===== src/rtl/rcn_uart_pkg.sv =====
// Shared RCN UART definitions: line-state encodings and frame geometry,
// common to the byte transmitter and the future byte receiver.
package rcn_uart_pkg;

  localparam int DATA_BITS = 8;
  localparam int IDX_W     = 3;

  typedef enum logic [1:0] {
    ST_IDLE  = 2'd0,
    ST_START = 2'd1,
    ST_DATA  = 2'd2,
    ST_STOP  = 2'd3
  } uart_state_e;

endpackage


===== src/rtl/rcn_baud_tick.sv =====
// Loadable bit-period down-counter. tick marks the last cycle of a bit;
// the counter reloads from value on that cycle or on an explicit load.
module rcn_baud_tick #(
  parameter int DIV_W = 16
) (
  input  logic             clk,
  input  logic             rst,
  input  logic             run,
  input  logic             load,
  input  logic [DIV_W-1:0] value,
  output logic             tick
);

  logic [DIV_W-1:0] cnt;

  assign tick = run && (cnt == '0);

  // Count down within a bit, reload at each bit boundary, park at zero when idle.
  always_ff @(posedge clk) begin
    if (rst || (!run && !load)) cnt <= '0;
    else if (load || cnt == '0) cnt <= value;
    else                        cnt <= cnt - 1'b1;
  end

endmodule


===== src/rtl/rcn_uart_tx_byte.sv =====
// UART byte transmitter (8N1/8N2, LSB first) fed straight from a
// show-ahead byte FIFO. Back-to-back frames pop on the final stop cycle.
module rcn_uart_tx_byte
  import rcn_uart_pkg::*;
#(
  parameter int DIV_W = 16
) (
  input  logic             clk,
  input  logic             rst,
  input  logic             en,
  input  logic [DIV_W-1:0] divisor,
  input  logic             stop2,
  input  logic [7:0]       din,
  input  logic             empty,
  output logic             pop,
  output logic             tx,
  output logic             busy,
  output logic             done
);

  uart_state_e            state_q, state_d;
  logic [DATA_BITS-1:0]   sh;
  logic [IDX_W-1:0]       idx;
  logic [DIV_W-1:0]       div_q;
  logic                   stop2_q;
  logic                   tick;
  logic                   frame_end;

  // A fresh frame takes the live divisor; all later bits use the latched copy.
  rcn_baud_tick #(.DIV_W(DIV_W)) u_tick (
    .clk   (clk),
    .rst   (rst),
    .run   (busy),
    .load  (pop),
    .value (pop ? divisor : div_q),
    .tick  (tick)
  );

  // Last cycle of the final stop bit (idx counts stop bits already sent).
  assign frame_end = (state_q == ST_STOP) && tick && (!stop2_q || idx == IDX_W'(1));

  // State register.
  always_ff @(posedge clk) begin
    if (rst) state_q <= ST_IDLE;
    else     state_q <= state_d;
  end

  // Next-state logic.
  always_comb begin
    state_d = state_q;
    case (state_q)
      ST_IDLE:  if (pop) state_d = ST_START;
      ST_START: if (tick) state_d = ST_DATA;
      ST_DATA:  if (tick && idx == IDX_W'(DATA_BITS - 1)) state_d = ST_STOP;
      ST_STOP:  if (frame_end) state_d = pop ? ST_START : ST_IDLE;
      default:  state_d = ST_IDLE;
    endcase
  end

  // Outputs: pop only at the two frame-start points, never in reset.
  always_comb begin
    busy = (state_q != ST_IDLE);
    done = frame_end;
    pop  = !rst && en && !empty && ((state_q == ST_IDLE) || frame_end);
  end

  // Datapath: registered tx, shift register, bit index and frame settings.
  always_ff @(posedge clk) begin
    if (rst) begin
      tx      <= 1'b1;
      sh      <= '0;
      idx     <= '0;
      div_q   <= '0;
      stop2_q <= 1'b0;
    end else if (pop) begin
      tx      <= 1'b0;
      sh      <= din;
      idx     <= '0;
      div_q   <= divisor;
      stop2_q <= stop2;
    end else if (tick) begin
      case (state_q)
        ST_START: begin
          tx <= sh[0];
          sh <= sh >> 1;
        end
        ST_DATA: begin
          idx <= idx + 1'b1;
          if (idx == IDX_W'(DATA_BITS - 1)) tx <= 1'b1;
          else begin
            tx <= sh[0];
            sh <= sh >> 1;
          end
        end
        ST_STOP: begin
          idx <= idx + 1'b1;
          tx  <= 1'b1;
        end
        default: tx <= 1'b1;
      endcase
    end
  end

endmodule

===== config.mk =====
export PLATFORM = sky130hd
export DESIGN_NAME = rcn_uart_tx_byte
export DESIGN_NICKNAME = d
export VERILOG_FILES = /design/src/rtl/rcn_uart_pkg.sv /design/src/rtl/rcn_baud_tick.sv /design/src/rtl/rcn_uart_tx_byte.sv
export SDC_FILE = /design/constraint.sdc
export NUM_CORES = 1
export LEC_CHECK = 0
export ABC_AREA = 1
export BUFFER_PORTS_ARGS = -buffer_cell sky130_fd_sc_hd__buf_4
export CAP_MARGIN = 40
export CORE_ASPECT_RATIO = 0.6
export CORE_MARGIN = 2
export CORE_UTILIZATION = 60
export CTS_CLUSTER_SIZE = 40
export DETAILED_ROUTE_END_ITERATION = 10
export PLACE_DENSITY = 0.83
export SLEW_MARGIN = 20
export SYNTH_ARGS = -nofsm -noshare
export SYNTH_HDL_FRONTEND = slang
export SYNTH_SLANG_ARGS = --single-unit

===== constraint.sdc =====
create_clock -name clk -period 4.1 [get_ports clk]
set_input_delay 0.41 -clock clk [delete_from_list [all_inputs] [get_ports clk]]
set_output_delay 0.41 -clock clk [all_outputs]
set_load 0.01 [all_outputs]

==> run metrics <==
clock tree from TritonCTS yes; worst r2r path cells 9; Tightest Pin Transition around 490 ps; Clock Skews about 4 ps; initial antenna violation count 0; drt wl/cell ~12 µm; cts-stage hold buffer count 0; post-detailed-placement cell area approximately 2600 µm²; ant diodes 0; first-pass GRT wire length ~8.4 mm; maximum number of pins on one net before global-route repair 43; Area Overhead vs Synth 14.6%; number of synthesized flops with an enable pin 0; num rows 17; maximum operating frequency between 0.3 and 0.4 GHz; Power Total between 2 and 3 mW; Die X-Extent between 80 and 90 µm; clock latency of the later-clocked register in the worst-skew pair 310 ps; port buffer count 32; Resized cells post-CTS 0; endpoint of the worst register-to-register path idx[0]$_SDFFE_PP0P_; share of layout cells above drive strength 1 15.6%; register area approximately 940 µm²; # fillers ~300; buffers inserted during post-CTS setup optimization 0; Pins Over Slew Limit 0; leakage component of the power about 1.3 nW; Setup crit end kind output pin; share of flip-flops with an asynchronous set or reset 0%; Synth Area per Inst roughly 7.1 µm²; Placer Congestion 0.951; final setup TNS 0 ps; unrepaired setup endpoints after global routing false; Starting Density between 60% and 70%; via count 2157; minimum clock period about 2600 ps; # setup viols final 0; worst rel slew slack between 60 and 70%; maxcap violations 0; total number of nets in the final design between 400 and 500; distinct cell type count of the synthesized netlist 33; Final Hold Vio Count 0; clk sink count 47; count of placed standard cells in the final layout, fillers left out ~420; data arrival time of the critical path roughly 2200 ps; detailed placement HPWL roughly 3.8 mm; final routed wirelength across all metal layers a little over 5 mm; final critical-path share of the clock period roughly 64%; synthesized net count ~380; Setup crit start state_q[0]$_SDFFE_PP0P_; netlist area before placement around 2400 µm²; most frequently used flop master after synthesis dfxtp_1; vertical die dimension approximately 53 µm; Req. time, crit path roughly 3700 ps; sequential element share of the synthesized area roughly two fifths; number of vias per cell after detailed routing just over 5; Top-Level Pins 33; Clock Path Buffers 2; Routed Antenna Nets 0; Total Die Area roughly 4600 µm²; clock root buffer clkbuf_8; number of clock buffers inserted by TritonCTS 5; endpoint of the most critical setup path pop; area occupied by multi-input gates between 1000 and 1500 µm²; total placed cells including tap cells 410; outcome finished, final reports clean; flop and latch count out of synthesis between 40 and 50; final non-filler cell area 2780 µm²; start of the worst register-to-register path state_q[0]$_SDFFE_PP0P_; Min Hold Slack 309 ps; vias in the first global route between 1500 and 2000; gate count of the mapped netlist 342; largest fanout of any net on the critical path 42; number of search-and-repair iterations in the first detailed-routing pass 4; initial DRC count 132; Min-Delay Path Class in2reg; remaining routing DRC violations 0; H-Tree Depth 2; yosys warns 0; startpoint class of the critical path flip-flop; clock slew at the register clock pins of the worst setup and hold paths about 90 ps; setup slack of the worst register-to-register path about 1700 ps; global route total overflow 0; Std-Cell Core Area roughly 3800 µm²; Peak VDD IR 0.613 mV; overall routing resource usage 24.5%; worst setup path class reg2out; power per standard cell area roughly 900 nW/µm²
-- report_power, final --
part | switching (mW) | internal [mW] | total (mW) | leakage (nW)
Combinational | 0.948 | 0.521 | 1.47 | 0.901
Sequential | 0.104 | 0.573 | 0.677 | 0.383
Clock | 0.161 | 0.200 | 0.361 | 0.0618
-- routing by layer --
layer / global-route usage [%] / vias up / share of wire [%]
met5: 0 / - / 0
met4: 7.67 / 0 / 1.3
met3: 7.02 / 6 / 6.8
met2: 33.5 / 71 / 38
met1: 36.6 / 948 / 54
li1: - / 1132 / -
-- per-stage QoR --
step | util, % | worst slack [ps]
finish | 73.8 | 1460
floorplan | - | 2390
CTS | 73.6 | 1460
detailed placement | 70.4 | 1740
global placement | 70.4 | 1820
global route | 73.8 | 1220
-- cells by family after synthesis --
family / Yosys count / share of synthesized area (%)
AOI/OAI and AO/OA: 70 / 15.7
and+or+nand+nor: 147 / 26.0
buffers and inverters: 56 / 10.1
adders and majority gates: 10 / 5.16
xor gates and xnor gates: 12 / 4.33
DFF: 47 / 38.8
-- Yosys cell counts, types with 2 or more instances --
library cell / n / area [µm²]
buf_6: 3 / 33.8
nand2_1: 68 / 255
o21ai_0: 21 / 105
nand4_1: 3 / 18.8
inv_1: 42 / 158
ha_1: 10 / 125
nor2_1: 45 / 169
o21bai_1: 2 / 15.0
nand2_2: 4 / 25.0
clkbuf_1: 3 / 11.3
xnor2_1: 6 / 52.6
a21oi_1: 26 / 130
nor2_2: 6 / 37.5
o21ai_1: 16 / 80.1
nand3_1: 14 / 70.1
buf_4: 2 / 15.0
buf_2: 3 / 15.0
xor2_1: 6 / 52.6
inv_2: 2 / 7.51
dfxtp_1: 47 / 941
-- layout by cell type, fill, tap and decap left out, types with 4 or more instances in the layout --
cell / synthesis / routed
nor2_1: 45 / 45
xor2_1: 6 / 6
nand2_2: 4 / 4
xnor2_1: 6 / 6
inv_1: 42 / 42
o21ai_0: 21 / 21
nand2_1: 68 / 68
ha_1: 10 / 10
o21ai_1: 16 / 16
buf_4: 2 / 33
clkbuf_8: 0 / 6
dfxtp_1: 47 / 47
a21oi_1: 26 / 26
nor2_2: 6 / 6
nand3_1: 14 / 14
-- how the worst min path moves through the flow --
stage	startpoint	endpoint	slack, ps	depth (start not counted)
after floorplan	sh[7]$_SDFFE_PP0P_	sh[7]$_SDFFE_PP0P_	440	2
after global placement	sh[7]$_SDFFE_PP0P_	sh[7]$_SDFFE_PP0P_	460	2
after detailed placement	sh[7]$_SDFFE_PP0P_	sh[7]$_SDFFE_PP0P_	470	2
after CTS	stop2	stop2_q$_SDFFE_PP0P_	300	2
after global routing	stop2	stop2_q$_SDFFE_PP0P_	300	2
final	stop2	stop2_q$_SDFFE_PP0P_	310	2
-- critical path, cell delays in order, from the launching register on --
cell,delay (ps)
dfxtp_1,410
ha_1,250
inv_1,70
a21oi_1,180
inv_1,100
o21ai_4,190
nand2_4,280
inv_2,270
buf_4,160
-- flip-flops by register name, summed over array words and instances, names as in the netlist --
register and count:
u_tick.cnt 16, stop2_q 1, sh 8, div_q 16, tx 1, state_q 2
idx 3
-- cell type report --
cell class	instances	share of cell area (%)
Inverter	45	6.08
Sequential cell	47	33.9
Multi-Input combinational cell	239	44.6
Tap cell	47	2.12
Timing Repair Buffer	33	8.92
Clock buffer	6	2.97
Clock inverter	2	1.40
Power figures use the tool's default switching activity.
